$ cat config.mk
export PLATFORM = sky130hd
export DESIGN_NAME = spi_flash_reader_flat
export DESIGN_NICKNAME = d
export VERILOG_FILES = /design/src/rtl/spi_flash_reader_if.sv /design/src/rtl/spi_flash_reader.sv /design/src/flat_wrapper.sv
export SDC_FILE = /design/constraint.sdc
export NUM_CORES = 1
export LEC_CHECK = 0
export ABC_AREA = 1
export BUFFER_PORTS_ARGS = -buffer_cell sky130_fd_sc_hd__buf_2
export CORE_MARGIN = 2
export CORE_UTILIZATION = 48
export DETAILED_ROUTE_END_ITERATION = 8
export MAX_ROUTING_LAYER = met4
export PLACE_DENSITY_LB_ADDON = 0.3
export SKIP_CTS_REPAIR_TIMING = 1
export SYNTH_ARGS = -nofsm -noshare
export SYNTH_HDL_FRONTEND = slang
export SYNTH_SLANG_ARGS = --single-unit
$ cat constraint.sdc
create_clock -name clk -period 1.5 [get_ports clk]
set_input_delay 0.3 -clock clk [delete_from_list [all_inputs] [get_ports clk]]
set_output_delay 0.3 -clock clk [all_outputs]
set_load 0.02 [all_outputs]
$ cat src/rtl/spi_flash_reader_if.sv
// Bundle between the flash-read sequencer, its requester/consumer and the SPI byte engine.
interface spi_flash_reader_if #(
  parameter int LEN_W = 16
);
  logic             start;
  logic [23:0]      addr;
  logic [LEN_W-1:0] len;
  logic             busy;
  logic             done;
  logic [7:0]       data_out;
  logic             data_valid;
  logic             data_ready;
  logic             spi_load;
  logic [15:0]      spi_in;
  logic [15:0]      spi_out;

  modport master (
    output start, addr, len, data_ready, spi_out,
    input  busy, done, data_out, data_valid, spi_load, spi_in
  );

  modport slave (
    input  start, addr, len, data_ready, spi_out,
    output busy, done, data_out, data_valid, spi_load, spi_in
  );
endinterface

$ cat src/rtl/spi_flash_reader.sv
// SPI-flash READ sequencer: sends CMD + 24-bit address + dummy bytes through the SPI
// byte engine and streams the received bytes out on a valid/ready port.
module spi_flash_reader #(
  parameter logic [7:0] CMD   = 8'h03,
  parameter int         LEN_W = 16
) (
  input  logic              clk,
  input  logic              rst_n,
  spi_flash_reader_if.slave bus
);

  typedef enum logic [2:0] {
    INIT, IDLE, LOAD, WAIT, PRESENT, DESEL, DESEL_WAIT, DONE
  } state_t;

  state_t           state, state_nxt;
  logic [23:0]      addr_q;
  logic [LEN_W-1:0] rem_q, rem_nxt;
  logic [2:0]       idx_q, idx_nxt;
  logic             init_q, init_nxt;
  logic             first_q, first_nxt;
  logic             spi_load_q, spi_load_nxt;
  logic [15:0]      spi_in_q, spi_in_nxt;
  logic [7:0]       data_out_q, data_out_nxt;
  logic             data_valid_q, data_valid_nxt;
  logic             complete;
  logic             accept;
  logic             take_start;

  function automatic logic [7:0] byte_sel(input logic [2:0] idx, input logic [23:0] a);
    case (idx)
      3'd0:    byte_sel = CMD;
      3'd1:    byte_sel = a[23:16];
      3'd2:    byte_sel = a[15:8];
      3'd3:    byte_sel = a[7:0];
      default: byte_sel = 8'h00;
    endcase
  endfunction

  // The engine's busy flag lags the load by a cycle, so the first wait cycle is never trusted.
  assign complete   = !first_q && !bus.spi_out[15];
  assign accept     = data_valid_q && bus.data_ready;
  assign take_start = (state == IDLE) && bus.start;

  always_ff @(posedge clk or negedge rst_n) begin
    if (!rst_n) begin
      state        <= INIT;
      addr_q       <= '0;
      rem_q        <= '0;
      idx_q        <= '0;
      init_q       <= 1'b1;
      first_q      <= 1'b0;
      spi_load_q   <= 1'b0;
      spi_in_q     <= '0;
      data_out_q   <= '0;
      data_valid_q <= 1'b0;
    end else begin
      state        <= state_nxt;
      rem_q        <= rem_nxt;
      idx_q        <= idx_nxt;
      init_q       <= init_nxt;
      first_q      <= first_nxt;
      spi_load_q   <= spi_load_nxt;
      spi_in_q     <= spi_in_nxt;
      data_out_q   <= data_out_nxt;
      data_valid_q <= data_valid_nxt;
      if (take_start) addr_q <= bus.addr;
    end
  end

  always_comb begin
    state_nxt = state;
    case (state)
      INIT:       state_nxt = DESEL_WAIT;
      IDLE:       if (bus.start) state_nxt = (bus.len == '0) ? DONE : LOAD;
      LOAD:       state_nxt = WAIT;
      WAIT:       if (complete) state_nxt = (idx_q < 3'd4) ? LOAD : PRESENT;
      PRESENT:    if (accept) state_nxt = (rem_q == LEN_W'(1)) ? DESEL : LOAD;
      DESEL:      state_nxt = DESEL_WAIT;
      DESEL_WAIT: if (complete) state_nxt = init_q ? IDLE : DONE;
      DONE:       state_nxt = IDLE;
      default:    state_nxt = INIT;
    endcase
  end

  // Registered outputs are computed from the next state so spi_load is high during LOAD/DESEL.
  always_comb begin
    rem_nxt        = rem_q;
    idx_nxt        = idx_q;
    init_nxt       = init_q;
    data_out_nxt   = data_out_q;
    data_valid_nxt = data_valid_q;
    spi_in_nxt     = spi_in_q;
    if (take_start) begin
      rem_nxt = bus.len;
      idx_nxt = 3'd0;
    end
    if (state == WAIT && complete) begin
      if (idx_q < 3'd4) begin
        idx_nxt = idx_q + 3'd1;
      end else begin
        data_out_nxt   = bus.spi_out[7:0];
        data_valid_nxt = 1'b1;
      end
    end
    if (state == PRESENT && accept) begin
      rem_nxt        = rem_q - LEN_W'(1);
      data_valid_nxt = 1'b0;
    end
    if (state == DESEL_WAIT && complete) init_nxt = 1'b0;
    first_nxt    = (state_nxt != state) && (state_nxt == WAIT || state_nxt == DESEL_WAIT);
    spi_load_nxt = (state == INIT) || (state_nxt == LOAD) || (state_nxt == DESEL);
    if (state == INIT || state_nxt == DESEL) spi_in_nxt = 16'h0100;
    else if (state_nxt == LOAD)              spi_in_nxt = {8'h00, byte_sel(idx_nxt, addr_q)};
  end

  assign bus.busy       = (state != IDLE);
  assign bus.done       = (state == DONE);
  assign bus.spi_load   = spi_load_q;
  assign bus.spi_in     = spi_in_q;
  assign bus.data_out   = data_out_q;
  assign bus.data_valid = data_valid_q;

endmodule

$ cat src/flat_wrapper.sv
// flat-port wrapper written by rule: the top's interface ports become plain ports
module spi_flash_reader_flat 
#(
  parameter logic [7:0] CMD   = 8'h03,
  parameter int         LEN_W = 16
)
  (clk, rst_n, bus_start, bus_addr, bus_len, bus_data_ready, bus_spi_out, bus_busy, bus_done, bus_data_out, bus_data_valid, bus_spi_load, bus_spi_in);
  spi_flash_reader_if #(.LEN_W(LEN_W)) bus_i ();
  input  logic clk;
  input  logic rst_n;
  input wire logic [$bits(bus_i.start)-1:0] bus_start;
  input wire logic [$bits(bus_i.addr)-1:0] bus_addr;
  input wire logic [$bits(bus_i.len)-1:0] bus_len;
  input wire logic [$bits(bus_i.data_ready)-1:0] bus_data_ready;
  input wire logic [$bits(bus_i.spi_out)-1:0] bus_spi_out;
  output wire logic [$bits(bus_i.busy)-1:0] bus_busy;
  output wire logic [$bits(bus_i.done)-1:0] bus_done;
  output wire logic [$bits(bus_i.data_out)-1:0] bus_data_out;
  output wire logic [$bits(bus_i.data_valid)-1:0] bus_data_valid;
  output wire logic [$bits(bus_i.spi_load)-1:0] bus_spi_load;
  output wire logic [$bits(bus_i.spi_in)-1:0] bus_spi_in;
  assign bus_i.start = bus_start;
  assign bus_i.addr = bus_addr;
  assign bus_i.len = bus_len;
  assign bus_i.data_ready = bus_data_ready;
  assign bus_i.spi_out = bus_spi_out;
  assign bus_busy = bus_i.busy;
  assign bus_done = bus_i.done;
  assign bus_data_out = bus_i.data_out;
  assign bus_data_valid = bus_i.data_valid;
  assign bus_spi_load = bus_i.spi_load;
  assign bus_spi_in = bus_i.spi_in;
  spi_flash_reader #(.CMD(CMD), .LEN_W(LEN_W)) u_core (.clk(clk), .rst_n(rst_n), .bus(bus_i));
endmodule
==> flow_summary.toml, run 1 <==
[grt]
grt_usage_pct = 22.7
grt_max_degree = 68
first_global_vias = 3414
grt_first_pass_wirelength_mm = 15.0
antenna_found_initial = 0
grt_remaining_overflow = 0

[detailed_routing]
drt-initial-drc-count = 192
wirelength_mm = 9.96
num_vias = 3704
wl_per_cell_microns = 13.5
viasPerCell = 5.03
first_pass_iters = 4
drcViolationCount = 0
detail-route-antenna-nets = 0

[final_layout]
final_layout_size_suffix_gt1_share_pct = 41.8
regArea_sq_um = 1680
fin_util_pct = 72.8
area_delta_synth_final_pct = 46.3
fill_cells = 530
num-nets-final = 695
design_area_sq_um = 5310
multi_input_area_sq_um = 2010
num_antenna_cells = 0

[clock_tree]
ctsRootBufferMaster = "clkbuf_8"
clkSlewWorstSetupHoldPaths_ns = 0.08
cts_sinks = 67
cts_max_level = 3
cts_buffers = 9
cts_buffer_depth = 2
insertion_delay_ns = 0.35
cts_tree = "yes"

[placed_design]
dp_hpwl_mm = 6.23
numPortBuffers = 73
pre_cts_ws_ns = -0.179
placed_cell_area_sq_um = 4560
gp_congestion = 0.941

[setup_path]
r2r_end = "u_core.bus.spi_in[0]"
cp.arrival_ns = 1.99
worst_setup_path_end_kind = "flip-flop"
rr_startpoint = "u_core.state[1]"
criticalPathCategory = "reg -> reg"
cp-start-kind = "flip-flop"
r2r_cells = 11
critical_path_required_ns = 1.74
rrSetupSlack_ns = -0.25
crit_fanout = 6

[floorplanning]
chipWidth_microns = 90.9
rows = 31
chipHeight_microns = 90.9
start_util_pct = 49.8
io_pins = 88
dieArea_sq_um = 8270
fp.coreArea_sq_um = 7290

[synthesis]
syn_inst = 480
syn_avg_cell_area_sq_um = 7.56
synth-edff-count = 0
synthTopCellsByCount = "nand2_1 (178), dfrtp_1 (66), inv_1 (43)"
synth_most_common_cell = "nand2_1"
yosysWarnings = 0
seq_area_frac_synth_pct = 46.2
async_flop_share_pct = 100
synth_cell_types = 36
synth_ff_type = "dfrtp_1"
ys_seq_elements = 67
netlist_top_cells_area = "dfrtp_1 (46%), nand2_1 (18%), nand3_1 (5.1%), inv_1 (4.4%), nor2_1 (4.1%)"
yosysTopAreaCell = "dfrtp_1"
syn_area_sq_um = 3630
synth_top_cell_area_share_pct = 45.5

[sta]
post-route-period-util_pct = 116
tns_ns = -3.27
rsz0062_at_grt = "true"
max_freq_mhz = 573
skew_ns = 0.0111
min_period_ns = 1.75
slew_violations = 0
setup_ws_ns = -0.246
whs_ns = 0.146
finalSetupViolCount = 28
hold_violations = 0

[worst_hold_path]
hold_class = "in -> reg"
whs_path_depth = 3
hp-start = "bus_addr[19]"
hold_end = "u_core.addr_q[19]"

[outcome]
status = "finished, violations left"
violations = "setup timing"

[power_and_ir_drop]
power_density_nw_per_um2 = 2060
max-vdd-ir-drop_v = 0.000730
p_leak_nw = 2.82

[flow_run]
cap_viol_max_count = 0
==> area by class of cell <==
type	instances	area share, %
multi-input combinational	347	37.8
sequential	67	31.7
timing repair buffer	157	20.3
inverter	50	3.82
clock buffer	10	2.40
tap	99	2.33
clock inverter	6	1.70
==> power by group <==
group,internal (mW),total [mW],switching (mW)
clock network,0.939,1.67,0.733
logic,2.57,6.10,3.53
registers,2.61,3.18,0.566
==> cells by family (layout without fill, tap and decap cells) <==
| logic type | count (synthesis) | count (layout) | synth area share (%) |
|---|---|---|---|
| AO/OA/AOI/OAI | 34 | 34 | 5.83 |
| XOR/XNOR | 4 | 4 | 0.966 |
| adder cells (fa/ha/maj) | 3 | 3 | 1.03 |
| buffers and inverters | 73 | 223 | 9.34 |
| flip-flops | 67 | 67 | 46.2 |
| other | 1 | 7 | 0.103 |
| AND/OR/NAND/NOR | 298 | 299 | 36.5 |
==> cell usage in the layout (no fill, tap or decap), drive strengths merged <==
cell	Yosys	routed
dfstp	1	1
dlygate4sd3	0	1
nand4	13	13
clkbuf	4	10
ha	3	3
o221ai	6	6
o2111ai	1	1
bufinv	0	2
o211ai	3	3
o21ai	13	13
nand3	40	40
buf	19	156
nand2	187	188
xnor2	1	1
clkinv	1	4
clkinvlp	0	1
nor2	48	48
nor3b	1	1
xor2	3	3
o22ai	2	2
conb	1	7
dfrtp	66	66
o31ai	1	1
nor3	9	9
inv	49	49
a21oi	7	7
a211oi	1	1
==> how the worst max path moves through the flow <==
stage | startpoint | end | slack [ns] | cells after the start
after floorplan | u_core.rem_q[7] | u_core.bus.spi_in[0] | 0.002 | 12
after global placement | bus_spi_out[15] | u_core.bus.spi_in[3] | -0.15 | 13
after detailed placement | u_core.state[1] | u_core.rem_q[4] | -0.18 | 7
after CTS | u_core.state[1] | u_core.rem_q[4] | -0.21 | 7
after global routing | u_core.state[1] | u_core.bus.spi_in[2] | -0.33 | 11
final | u_core.state[1] | u_core.bus.spi_in[0] | -0.25 | 11
==> per-layer routing <==
layer | vias up | share of wire [%] | global-route usage (%)
li1 | 1826 | - | -
met1 | 1746 | 43 | 30.0
met2 | 115 | 50 | 35.0
met3 | 17 | 5.0 | 4.15
met4 | 0 | 1.8 | 8.59
met5 | - | 0 | -
==> sequential cells by signal, indices dropped and copies added, names as in the netlist <==
signal                 count
u_core.idx_q               3
u_core.bus.data_valid      1
u_core.state               3
u_core.bus.data_out        8
u_core.init_q              1
u_core.bus.spi_load        1
u_core.addr_q             24
u_core.first_q             1
u_core.bus.spi_in          9
u_core.rem_q              16
==> critical path, stage by stage (launching register included) <==
cell and delay [ns]:
dfrtp_2 0.46, buf_6 0.13, nand3_4 0.10, nor2_4 0.19, nand2_2 0.09, nand2_4 0.09, inv_4 0.06, buf_4 0.14
nand4_1 0.08, nand3_1 0.11, nand3_1 0.11, nand2_1 0.07
==> per-stage QoR <==
step	total power, mW	cells
floorplan	6.14	486
finish	10.9	736
detailed placement	7.74	705
global route	11.7	736
global placement	7.59	705
CTS	9.42	721
No activity file was read; power rests on OpenSTA's default activity.
==> run 2, diff against run 1 <==
BUFFER_PORTS_ARGS = default   (was -buffer_cell sky130_fd_sc_hd__buf_2)
CORE_UTILIZATION = 56   (was 48)
DONT_BUFFER_PORTS = 1   (was default)
==> run 2 against run 1 <==
  * The flow finishes with violations (hold timing, setup timing)
  * Sequential power increased by 6%
  * Register-to-register slack improved by 0.03 ns
  * Combinational power decreased by 13%
  * Worst hold slack got worse by 0.51 ns
  * Fmax increased by 1.6%
  * Flip-flop and latch count unchanged
  * Core utilization increased by 1.7 points
  * Largest power group unchanged
  * Clock-buffer cell count decreased by 1
  * Wire length decreased by 7.8%
  * Critical path depth decreased by 1
  * Power decreased by 6.7%
  * Sequential share of layout area increased by 4.1 points
==> flow_summary.toml, run 2 (synthesized netlist as in run 1, its figures left out) <==
[placed_design]
dp_hpwl_mm = 5.95
gp_congestion = 0.880
numPortBuffers = 0
placed_cell_area_sq_um = 4050

[setup_path]
crit_fanout = 8
criticalPathCategory = "reg -> reg"
critical_path_required_ns = 1.75
r2r_end = "u_core.bus.spi_in[5]"
worst_setup_path_end_kind = "flip-flop"
rr_startpoint = "u_core.state[2]"
cp-start-kind = "flip-flop"
r2r_cells = 10
cp.arrival_ns = 1.96
rrSetupSlack_ns = -0.22

[detailed_routing]
num_vias = 3404
first_pass_iters = 5
viasPerCell = 5.36
wl_per_cell_microns = 14.5
detail-route-antenna-nets = 0
drt-initial-drc-count = 225
wirelength_mm = 9.19
drcViolationCount = 0

[final_layout]
layout_commonest_cell = "nand2_1"
design_area_sq_um = 4700
area_delta_synth_final_pct = 29.6
largest_reg_flops = 24
largest_register = "u_core.addr_q"
final_layout_size_suffix_gt1_share_pct = 30.6
num_antenna_cells = 0
num-nets-final = 616
layout_common_cells = "nand2_1 (168), buf_4 (67), dfrtp_1 (64)"
fin_util_pct = 74.5

[sta]
hold_violations = 67
rsz0062_at_grt = "true"
post-route-period-util_pct = 115
slew_violations = 0
max_freq_mhz = 582
min_period_ns = 1.72
finalSetupViolCount = 30
tns_ns = -3.64
skew_ns = 0.00650
whs_ns = -0.360
setup_ws_ns = -0.219

[clock_tree]
clkSlewWorstSetupHoldPaths_ns = 0.08
cts_sinks = 67
cts_tree = "yes"
cts_max_level = 3
cts_buffer_depth = 2
cts_buffers = 9
insertion_delay_ns = 0.35
ctsRootBufferMaster = "clkbuf_8"

[grt]
antenna_found_initial = 0
first_global_vias = 3060
grt_usage_pct = 24.3
grt_remaining_overflow = 0
grt_max_degree = 68
grt_first_pass_wirelength_mm = 13.6

[worst_hold_path]
hold_class = "in -> async"

[floorplanning]
fp.coreArea_sq_um = 6310
dieArea_sq_um = 7140
chipWidth_microns = 84.5
io_pins = 88
rows = 29
start_util_pct = 57.5
chipHeight_microns = 84.5

[outcome]
violations = "hold timing, setup timing"
status = "finished, violations left"

[power_and_ir_drop]
power_density_nw_per_um2 = 2170
p_total_mw = 10.2
max-vdd-ir-drop_v = 0.00125
p_leak_nw = 2.45

[flow_run]
cap_viol_max_count = 0
-- run 2: area by class of cell --
| cell class | instances | area (sq um) |
|---|---|---|
| clock buffer | 9 | 124 |
| clock inverter | 7 | 77.6 |
| fill | 433 | 1610 |
| inverter | 50 | 200 |
| multi-input combinational | 347 | 1890 |
| sequential | 67 | 1680 |
| tap | 77 | 96.3 |
| timing repair buffer | 78 | 636 |
-- run 2: stage by stage --
stage	setup slack, ns	hold slack, ns	instances
after floorplan	0.00198	0.00441	486
after global placement	-0.155	0.00587	597
after detailed placement	-0.179	0.00571	597
after CTS	-0.259	-0.376	613
after global routing	-0.360	-0.377	635
final	-0.219	-0.360	635
-- run 2: power breakdown --
| part | total (mW) | leakage (nW) | switching, mW | internal (mW) |
|---|---|---|---|---|
| Clock | 1.55 | 0.105 | 0.764 | 0.781 |
| Combinational | 5.29 | 1.49 | 3.02 | 2.28 |
| Sequential | 3.37 | 0.846 | 0.766 | 2.61 |
| Total | 10.2 | 2.45 | 4.55 | 5.66 |
-- run 2: worst max path at each step --
stage                     from                   end  slack (ns)
4_1_cts        u_core.state[0]  u_core.bus.spi_in[7]       -0.26
2_1_floorplan  u_core.rem_q[7]  u_core.bus.spi_in[0]       0.002
6_report       u_core.state[2]  u_core.bus.spi_in[5]       -0.22
3_3_place_gp   u_core.rem_q[5]      u_core.rem_q[13]       -0.15
5_1_grt        u_core.rem_q[2]  u_core.bus.spi_in[7]       -0.36
3_5_place_dp   u_core.state[0]  u_core.bus.spi_in[7]       -0.18
-- run 2: critical path: stages, from the launching register on --
cell     delay, ns
dfrtp_1       0.42
buf_4         0.15
buf_6         0.12
nand3_2       0.11
nand3_4       0.09
nor3_4        0.21
nand2_2       0.10
nand2_4       0.14
nand2_4       0.10
nor2_1        0.13
nor2_1        0.05
-- run 2: routing by layer --
metal	track usage, %	vias up	routed length [microns]
li1	-	1659	-
met1	33.7	1597	4080
met2	35.7	130	4340
met5	-	-	0
met4	9.67	0	180
met3	4.52	18	585
